==> config.mk <==
export PLATFORM = sky130hd
export DESIGN_NAME = rmii_rx_deframer_flat
export DESIGN_NICKNAME = d
export VERILOG_FILES = /design/src/rtl/rmii_pkg.sv /design/src/rtl/rmii_rx_deframer_if.sv /design/src/rtl/rmii_byte_assembler.sv /design/src/rtl/rmii_rx_deframer.sv /design/src/flat_wrapper.sv
export SDC_FILE = /design/constraint.sdc
export NUM_CORES = 1
export LEC_CHECK = 0
export ABC_CLOCK_PERIOD_IN_PS = 3800
export BUFFER_PORTS_ARGS = -buffer_cell sky130_fd_sc_hd__buf_4
export CORE_UTILIZATION = 50
export CTS_CLUSTER_SIZE = 30
export DETAILED_ROUTE_END_ITERATION = 8
export HOLD_SLACK_MARGIN = 0.1
export PLACE_DENSITY = 0.72
export SLEW_MARGIN = 20
export SYNTH_ARGS = -nofsm -noshare
export SYNTH_HDL_FRONTEND = slang
export SYNTH_HIERARCHICAL = 1
export SYNTH_SLANG_ARGS = --single-unit
==> constraint.sdc <==
create_clock -name clk_0 -period 3.8 [get_ports clk_0]
set_clock_uncertainty 0.2 [all_clocks]
set_input_delay 0.57 -clock clk_0 [delete_from_list [all_inputs] [get_ports clk_0]]
set_output_delay 0.57 -clock clk_0 [all_outputs]
set_load 0.02 [all_outputs]
==> src/rtl/rmii_pkg.sv <==
// Shared types and constants for the RMII receive deframer.
package rmii_pkg;

   typedef enum logic [1:0] {IDLE, PREAMBLE, DATA, DROP} rx_state_e;

   localparam logic [1:0]  PREAMBLE_DIBIT  = 2'b01;
   localparam logic [1:0]  SFD_DIBIT       = 2'b11;
   localparam int unsigned DIBITS_PER_BYTE = 4;
   localparam int unsigned BYTE_W          = 8;

   // One stream beat as held in the pending and output registers.
   typedef struct packed {
      logic              last;
      logic              user;
      logic [BYTE_W-1:0] data;
   } axis_beat_t;

endpackage

==> src/rtl/rmii_rx_deframer_if.sv <==
// Byte stream (valid/ready with last/user sideband) leaving the RMII deframer.
interface rmii_rx_deframer_if;

   logic [rmii_pkg::BYTE_W-1:0] tdata;
   logic                        tvalid;
   logic                        tready;
   logic                        tlast;
   logic                        tuser;

   modport master (output tdata, output tvalid, output tlast, output tuser, input tready);
   modport slave  (input tdata, input tvalid, input tlast, input tuser, output tready);

endinterface

==> src/rtl/rmii_byte_assembler.sv <==
// Shifts committed RMII dibits (LSB first) into bytes; flags byte completion
// and reports when the dibit count is not on a byte boundary.
module rmii_byte_assembler
   import rmii_pkg::*;
(
   input  logic              clk,
   input  logic              rst_n,
   input  logic              clear,
   input  logic              dibit_valid,
   input  logic [1:0]        dibit,
   output logic [BYTE_W-1:0] byte_c,
   output logic              byte_done_c,
   output logic              misaligned_c
);

   localparam int unsigned DCNT_W = $clog2(DIBITS_PER_BYTE);

   logic [BYTE_W-1:0] shift_q, shift_d;
   logic [DCNT_W-1:0] cnt_q, cnt_d;

   // New dibit enters at the top so the first dibit ends up in bits [1:0].
   always_comb begin
      shift_d     = shift_q;
      cnt_d       = cnt_q;
      byte_c      = {dibit, shift_q[BYTE_W-1:2]};
      byte_done_c = 1'b0;
      if (clear) begin
         shift_d = '0;
         cnt_d   = '0;
      end else if (dibit_valid) begin
         shift_d     = byte_c;
         cnt_d       = cnt_q + DCNT_W'(1);
         byte_done_c = (cnt_q == DCNT_W'(DIBITS_PER_BYTE - 1));
      end
   end

   assign misaligned_c = (cnt_q != '0);

   always_ff @(posedge clk or negedge rst_n) begin
      if (!rst_n) begin
         shift_q <= '0;
         cnt_q   <= '0;
      end else begin
         shift_q <= shift_d;
         cnt_q   <= cnt_d;
      end
   end

endmodule

==> src/rtl/rmii_rx_deframer.sv <==
// RMII 100 Mb/s receive front end: strips preamble/SFD, assembles bytes and
// emits frames as a byte stream with last/error sideband plus status counters.
module rmii_rx_deframer
   import rmii_pkg::*;
#(
   parameter int unsigned MAX_FRAME = 1522,
   parameter int unsigned CNT_W     = 16
) (
   input  logic                clk_0,
   input  logic                reset_n_0,
   input  logic                phy2rmii_crs_dv_0,
   input  logic                phy2rmii_rx_er_0,
   input  logic [1:0]          phy2rmii_rxd_0,
   rmii_rx_deframer_if.master  m_axis,
   output logic [CNT_W-1:0]    frame_count,
   output logic [CNT_W-1:0]    err_count,
   output logic                rx_active
);

   localparam int unsigned LEN_W = $clog2(MAX_FRAME + 2);

   logic              crs_d1_q, crs_d1_d, er_d1_q, er_d1_d;
   logic [1:0]        rxd_d1_q, rxd_d1_d;
   logic              crs_hd_q, crs_hd_d, er_hd_q, er_hd_d;
   logic [1:0]        rxd_hd_q, rxd_hd_d;
   rx_state_e         state_q, state_d;
   logic [LEN_W-1:0]  len_q, len_d;
   logic              err_q, err_d;
   logic              pend_vld_q, pend_vld_d;
   axis_beat_t        pend_q, pend_d;
   logic              out_vld_q, out_vld_d;
   axis_beat_t        out_q, out_d;
   logic [CNT_W-1:0]  frame_cnt_q, frame_cnt_d, err_cnt_q, err_cnt_d;
   logic              rx_active_q, rx_active_d;

   logic              eof_c, out_free_c;
   logic              asm_clear_c, asm_valid_c, asm_done_c, asm_misaligned_c;
   logic [BYTE_W-1:0] asm_byte_c;

   // Held dibit is committed unless it and its successor both lack carrier.
   assign eof_c       = ~crs_hd_q & ~crs_d1_q;
   assign out_free_c  = ~out_vld_q | m_axis.tready;
   assign asm_valid_c = (state_q == DATA) & ~eof_c;
   assign asm_clear_c = (state_q == PREAMBLE) & ~eof_c & (rxd_hd_q == SFD_DIBIT);

   rmii_byte_assembler u_asm (
      .clk          (clk_0),
      .rst_n        (reset_n_0),
      .clear        (asm_clear_c),
      .dibit_valid  (asm_valid_c),
      .dibit        (rxd_hd_q),
      .byte_c       (asm_byte_c),
      .byte_done_c  (asm_done_c),
      .misaligned_c (asm_misaligned_c)
   );

   always_comb begin
      crs_d1_d    = phy2rmii_crs_dv_0;
      er_d1_d     = phy2rmii_rx_er_0;
      rxd_d1_d    = phy2rmii_rxd_0;
      crs_hd_d    = crs_d1_q;
      er_hd_d     = er_d1_q;
      rxd_hd_d    = rxd_d1_q;
      state_d     = state_q;
      len_d       = len_q;
      err_d       = err_q;
      pend_vld_d  = pend_vld_q;
      pend_d      = pend_q;
      out_vld_d   = out_vld_q;
      out_d       = out_q;
      frame_cnt_d = frame_cnt_q;
      err_cnt_d   = err_cnt_q;

      if (out_vld_q && m_axis.tready) begin
         out_vld_d = 1'b0;
         if (out_q.last) begin
            if (out_q.user) begin
               if (err_cnt_q != '1) err_cnt_d = err_cnt_q + CNT_W'(1);
            end else begin
               if (frame_cnt_q != '1) frame_cnt_d = frame_cnt_q + CNT_W'(1);
            end
         end
      end

      // A closed (last-marked) pending byte leaves as soon as the output frees.
      if (pend_vld_q && pend_q.last && out_free_c) begin
         out_vld_d  = 1'b1;
         out_d      = pend_q;
         pend_vld_d = 1'b0;
      end

      unique case (state_q)
         IDLE: begin
            if (crs_hd_q) begin
               if (pend_vld_q)                      state_d = DROP;
               else if (rxd_hd_q == PREAMBLE_DIBIT) state_d = PREAMBLE;
            end
         end
         PREAMBLE: begin
            if (eof_c) begin
               state_d = IDLE;
            end else if (rxd_hd_q == SFD_DIBIT) begin
               state_d = DATA;
               len_d   = '0;
               err_d   = 1'b0;
            end else if (rxd_hd_q != PREAMBLE_DIBIT) begin
               state_d = DROP;
            end
         end
         DATA: begin
            if (er_hd_q && crs_hd_q) err_d = 1'b1;
            if (eof_c) begin
               state_d = IDLE;
               if (pend_vld_q) begin
                  pend_d.last = 1'b1;
                  pend_d.user = err_q | asm_misaligned_c;
               end
            end else if (asm_done_c) begin
               if (len_q >= LEN_W'(MAX_FRAME)) begin
                  state_d = DROP;
                  err_d   = 1'b1;
                  if (pend_vld_q) begin
                     pend_d.last = 1'b1;
                     pend_d.user = 1'b1;
                  end
               end else if (pend_vld_q && !out_free_c) begin
                  // Consumer stalled too long: close the frame on the pending byte.
                  state_d     = DROP;
                  err_d       = 1'b1;
                  pend_d.last = 1'b1;
                  pend_d.user = 1'b1;
               end else begin
                  len_d = len_q + LEN_W'(1);
                  if (pend_vld_q) begin
                     out_vld_d = 1'b1;
                     out_d     = pend_q;
                  end
                  pend_vld_d  = 1'b1;
                  pend_d.last = 1'b0;
                  pend_d.user = 1'b0;
                  pend_d.data = asm_byte_c;
               end
            end
         end
         DROP: begin
            if (eof_c) state_d = IDLE;
         end
         default: state_d = IDLE;
      endcase

      rx_active_d = (state_d != IDLE);
   end

   always_ff @(posedge clk_0 or negedge reset_n_0) begin
      if (!reset_n_0) begin
         crs_d1_q    <= 1'b0;
         er_d1_q     <= 1'b0;
         rxd_d1_q    <= '0;
         crs_hd_q    <= 1'b0;
         er_hd_q     <= 1'b0;
         rxd_hd_q    <= '0;
         state_q     <= IDLE;
         len_q       <= '0;
         err_q       <= 1'b0;
         pend_vld_q  <= 1'b0;
         pend_q      <= '0;
         out_vld_q   <= 1'b0;
         out_q       <= '0;
         frame_cnt_q <= '0;
         err_cnt_q   <= '0;
         rx_active_q <= 1'b0;
      end else begin
         crs_d1_q    <= crs_d1_d;
         er_d1_q     <= er_d1_d;
         rxd_d1_q    <= rxd_d1_d;
         crs_hd_q    <= crs_hd_d;
         er_hd_q     <= er_hd_d;
         rxd_hd_q    <= rxd_hd_d;
         state_q     <= state_d;
         len_q       <= len_d;
         err_q       <= err_d;
         pend_vld_q  <= pend_vld_d;
         pend_q      <= pend_d;
         out_vld_q   <= out_vld_d;
         out_q       <= out_d;
         frame_cnt_q <= frame_cnt_d;
         err_cnt_q   <= err_cnt_d;
         rx_active_q <= rx_active_d;
      end
   end

   assign m_axis.tvalid = out_vld_q;
   assign m_axis.tdata  = out_q.data;
   assign m_axis.tlast  = out_q.last;
   assign m_axis.tuser  = out_q.user;
   assign frame_count   = frame_cnt_q;
   assign err_count     = err_cnt_q;
   assign rx_active     = rx_active_q;

endmodule

==> src/flat_wrapper.sv <==
// flat-port wrapper written by rule: the top's interface ports become plain ports
module rmii_rx_deframer_flat import rmii_pkg::*;
#(
   parameter int unsigned MAX_FRAME = 1522,
   parameter int unsigned CNT_W     = 16
)
  (clk_0, reset_n_0, phy2rmii_crs_dv_0, phy2rmii_rx_er_0, phy2rmii_rxd_0, frame_count, err_count, rx_active, m_axis_tdata, m_axis_tvalid, m_axis_tlast, m_axis_tuser, m_axis_tready);
  rmii_rx_deframer_if m_axis_i ();
  input  logic clk_0;
  input  logic reset_n_0;
  input  logic phy2rmii_crs_dv_0;
  input  logic phy2rmii_rx_er_0;
  input  logic [1:0] phy2rmii_rxd_0;
  output logic [CNT_W-1:0] frame_count;
  output logic [CNT_W-1:0] err_count;
  output logic rx_active;
  output wire logic [$bits(m_axis_i.tdata)-1:0] m_axis_tdata;
  output wire logic [$bits(m_axis_i.tvalid)-1:0] m_axis_tvalid;
  output wire logic [$bits(m_axis_i.tlast)-1:0] m_axis_tlast;
  output wire logic [$bits(m_axis_i.tuser)-1:0] m_axis_tuser;
  input wire logic [$bits(m_axis_i.tready)-1:0] m_axis_tready;
  assign m_axis_tdata = m_axis_i.tdata;
  assign m_axis_tvalid = m_axis_i.tvalid;
  assign m_axis_tlast = m_axis_i.tlast;
  assign m_axis_tuser = m_axis_i.tuser;
  assign m_axis_i.tready = m_axis_tready;
  rmii_rx_deframer #(.MAX_FRAME(MAX_FRAME), .CNT_W(CNT_W)) u_core (.clk_0(clk_0), .reset_n_0(reset_n_0), .phy2rmii_crs_dv_0(phy2rmii_crs_dv_0), .phy2rmii_rx_er_0(phy2rmii_rx_er_0), .phy2rmii_rxd_0(phy2rmii_rxd_0), .m_axis(m_axis_i), .frame_count(frame_count), .err_count(err_count), .rx_active(rx_active));
endmodule
==> impl_metrics.tcl <==
set metrics [dict create \
    grt.overflow.total 0 \
    powerDensity_mw_per_mm2 558 \
    final_layout_size_suffix_gt1_frac 0.220 \
    synth_cell_types 49 \
    numPortBuffers 50 \
    area_of_the_die_mm2 0.00796 \
    timing.setup.critical_path_class "reg -> reg" \
    wl_um 6890 \
    timing.final.crit_share 0.860 \
    finalSetupTns_ns 0 \
    synth_top_area_share 0.559 \
    power.share.switching 0.339 \
    r2r_cells 9 \
    synthDominantAreaCellType "dfrtp_1" \
    netSwitchingPower_uw 843 \
    nets 408 \
    io_pins 51 \
    postSynth.topFlopCell "dfrtp_1" \
    critPathMaxFanout 14 \
    rr_startpoint "u_core/crs_hd_q" \
    power_report.internal_total_uw 1650 \
    groute.usage.overall 0.190 \
    timing.critical_path.arrival_ns 3.32 \
    layout_min_cycle_time_ns 3.27 \
    cts-htree-levels 3 \
    clock_latency_ns 0.36 \
    wl_met3_um 337 \
    post-dp-hpwl_um 4740 \
    timing_max_transition_violations_final 0 \
    number_of_buffers_on_the_longest_clock_path 2 \
    syn-mean-instance-area_um2 11.2 \
    via_count 2703 \
    ctsRootBufferMaster "clkbuf_8" \
    drt-initial-drc-count 130 \
    avgViaCountPerCell 5.42 \
    cap_violations 0 \
    static-leakage-power_uw 0.00215 \
    detailroute.wirelength.met2_um 3190 \
    final_common_cell "dfrtp_1" \
    synth_edf_count 0 \
    synth.yosys.seq_area_share 0.559 \
    cts_buffers 9 \
    drtPass1Iterations 4 \
    comb_power_share 0.240 \
    ant_nets 0 \
    finalHoldWorstSlack_ns 0.156 \
    setup.reg_to_reg.worst_slack_ns 0.53 \
    antenna-diode-count 0 \
    rows 31 \
    grt_max_degree 86 \
    m1WireLength_um 3280 \
    place_congestion 0.910 \
    setup_violations 0 \
    antenna_found_initial 0 \
    netlist_top_cells_area "dfrtp_1 (56%), xnor2_1 (6.2%), nand2_1 (4.4%), mux2_2 (3.8%), nand3_1 (2.8%)" \
    cp-start-kind "register" \
    first_global_vias 2513 \
    layout-area-overhead-vs-synth_pct 17.3 \
    holdCritPathClass "reg -> reg" \
    die_w_um 89.2 \
    max_slew_margin 0.511 \
    ys_ff_latch 85 \
    clock_power_share 0.238 \
    worst_setup_path_startpoint "u_core/crs_hd_q" \
    initial_utilization 0.522 \
    post_cts_resized 0 \
    status "finished, final reports clean" \
    postSynthCellCount 339 \
    async_flop_share 1.00 \
    fmax_ghz 0.306 \
    cts_num_sinks 85 \
    hold_buffers 3 \
    max_slew.worst_pin.slew_ns 0.734 \
    clk_transition_reported_paths_ns 0.09 \
    wl_per_cell_um 13.8 \
    post-cts-setup-buffers 0 \
    syn_nets 352 \
    first_pass_grt_wire_length_um 11400 \
    unrepaired_setup_endpoints_after_global_routing "false" \
    number_of_remaining_drc_errors 0 \
    core_region_area_mm2 0.00729 \
    timing.critical_path.to_type "register" \
    timing.final.hold_violations 0 \
    critical_path_required_ns 3.85 \
    final_cell_mix "dfrtp_1 (85), buf_4 (50), nand2_1 (45)" \
    pwr-share-seq 0.523 \
    height_of_the_die_um 89.2 \
    cts_tree "done" \
    ys_warn_count 6 \
    route.top_layer_used "met4" \
    vdd_drop_max_mv 0.292 \
    synth.cell_area_mm2 0.00380 \
]
==> how the worst min path moves through the flow <==
stage / startpoint / to / slack [ns] / cells past startpoint
floorplan: reset_n_0 / async pin / 0.07 / 0
detailed placement: u_core/rxd_d1_q[1] / u_core/rxd_hd_q[1] / 0.13 / 0
CTS: phy2rmii_rx_er_0 / u_core/er_d1_q / 0.10 / 1
global placement: u_core/er_d1_q / u_core/er_hd_q / 0.13 / 0
global route: u_core/rxd_d1_q[1] / u_core/rxd_hd_q[1] / 0.16 / 0
finish: u_core/rxd_d1_q[1] / u_core/rxd_hd_q[1] / 0.16 / 0
==> critical path: stages, from the launching register on <==
cell and delay (ns):
dfrtp_1 0.43, nor2_1 0.21, nor3b_1 0.08, nand3_1 0.26
inv_1 0.30, nor2_1 0.30, nand3_1 0.30, nor3_1 0.39
o21ba_2 0.33, mux2_2 0.36
==> kinds of logic after synthesis <==
kind of cell	after synthesis	synth area share
buffers and inverters	17	0.0273
DFF	85	0.559
AOI/OAI and AO/OA	35	0.0638
xor gates and xnor gates	31	0.0714
muxes	22	0.0622
adders and majority gates	6	0.0197
and+or+nand+nor	143	0.196
==> layout make-up <==
| cell class | instances | area [µm²] |
|---|---|---|
| Clock inverter | 7 | 55.1 |
| Sequential cell | 85 | 2130 |
| Inverter | 6 | 22.5 |
| Tap cell | 99 | 124 |
| Multi-Input combinational cell | 237 | 1570 |
| Fill cell | 637 | 2830 |
| Clock buffer | 9 | 124 |
| Timing Repair Buffer | 56 | 437 |
==> per-stage QoR <==
stage,total power [µW],cells,setup slack (ns),utilization,instance area [µm²]
detailed placement,1920,478,0.532,0.580,4230
global placement,1900,478,0.745,0.580,4230
finish,2490,499,0.531,0.612,4460
CTS,2520,497,0.519,0.609,4440
global route,2650,499,0.214,0.612,4460
floorplan,1700,339,1.02,-,3800
==> power groups by stage <==
| stage | clock [µW] | combinational (µW) | sequential [µW] |
|---|---|---|---|
| final | 592 | 597 | 1300 |
| after global routing | 645 | 672 | 1340 |
| after CTS | 613 | 605 | 1300 |
| after detailed placement | 0 | 601 | 1320 |
| after global placement | 0 | 586 | 1310 |
| after floorplan | 0 | 366 | 1340 |
==> synthesized netlist by cell type (6+ instances only) <==
master	n
a21oi_1	10
and4_1	8
dfrtp_1	85
ha_1	6
inv_1	6
mux2_2	13
mux2i_1	9
nand2_1	45
nand3_1	21
nand4_1	10
nor2_1	20
xnor2_1	27
==> metal layers <==
metal,GRT usage,vias up
li1,-,1314
met1,0.243,1325
met2,0.305,56
met3,0.0591,8
met4,0.0693,0
met5,0,-
Power figures use the tool's default switching activity.
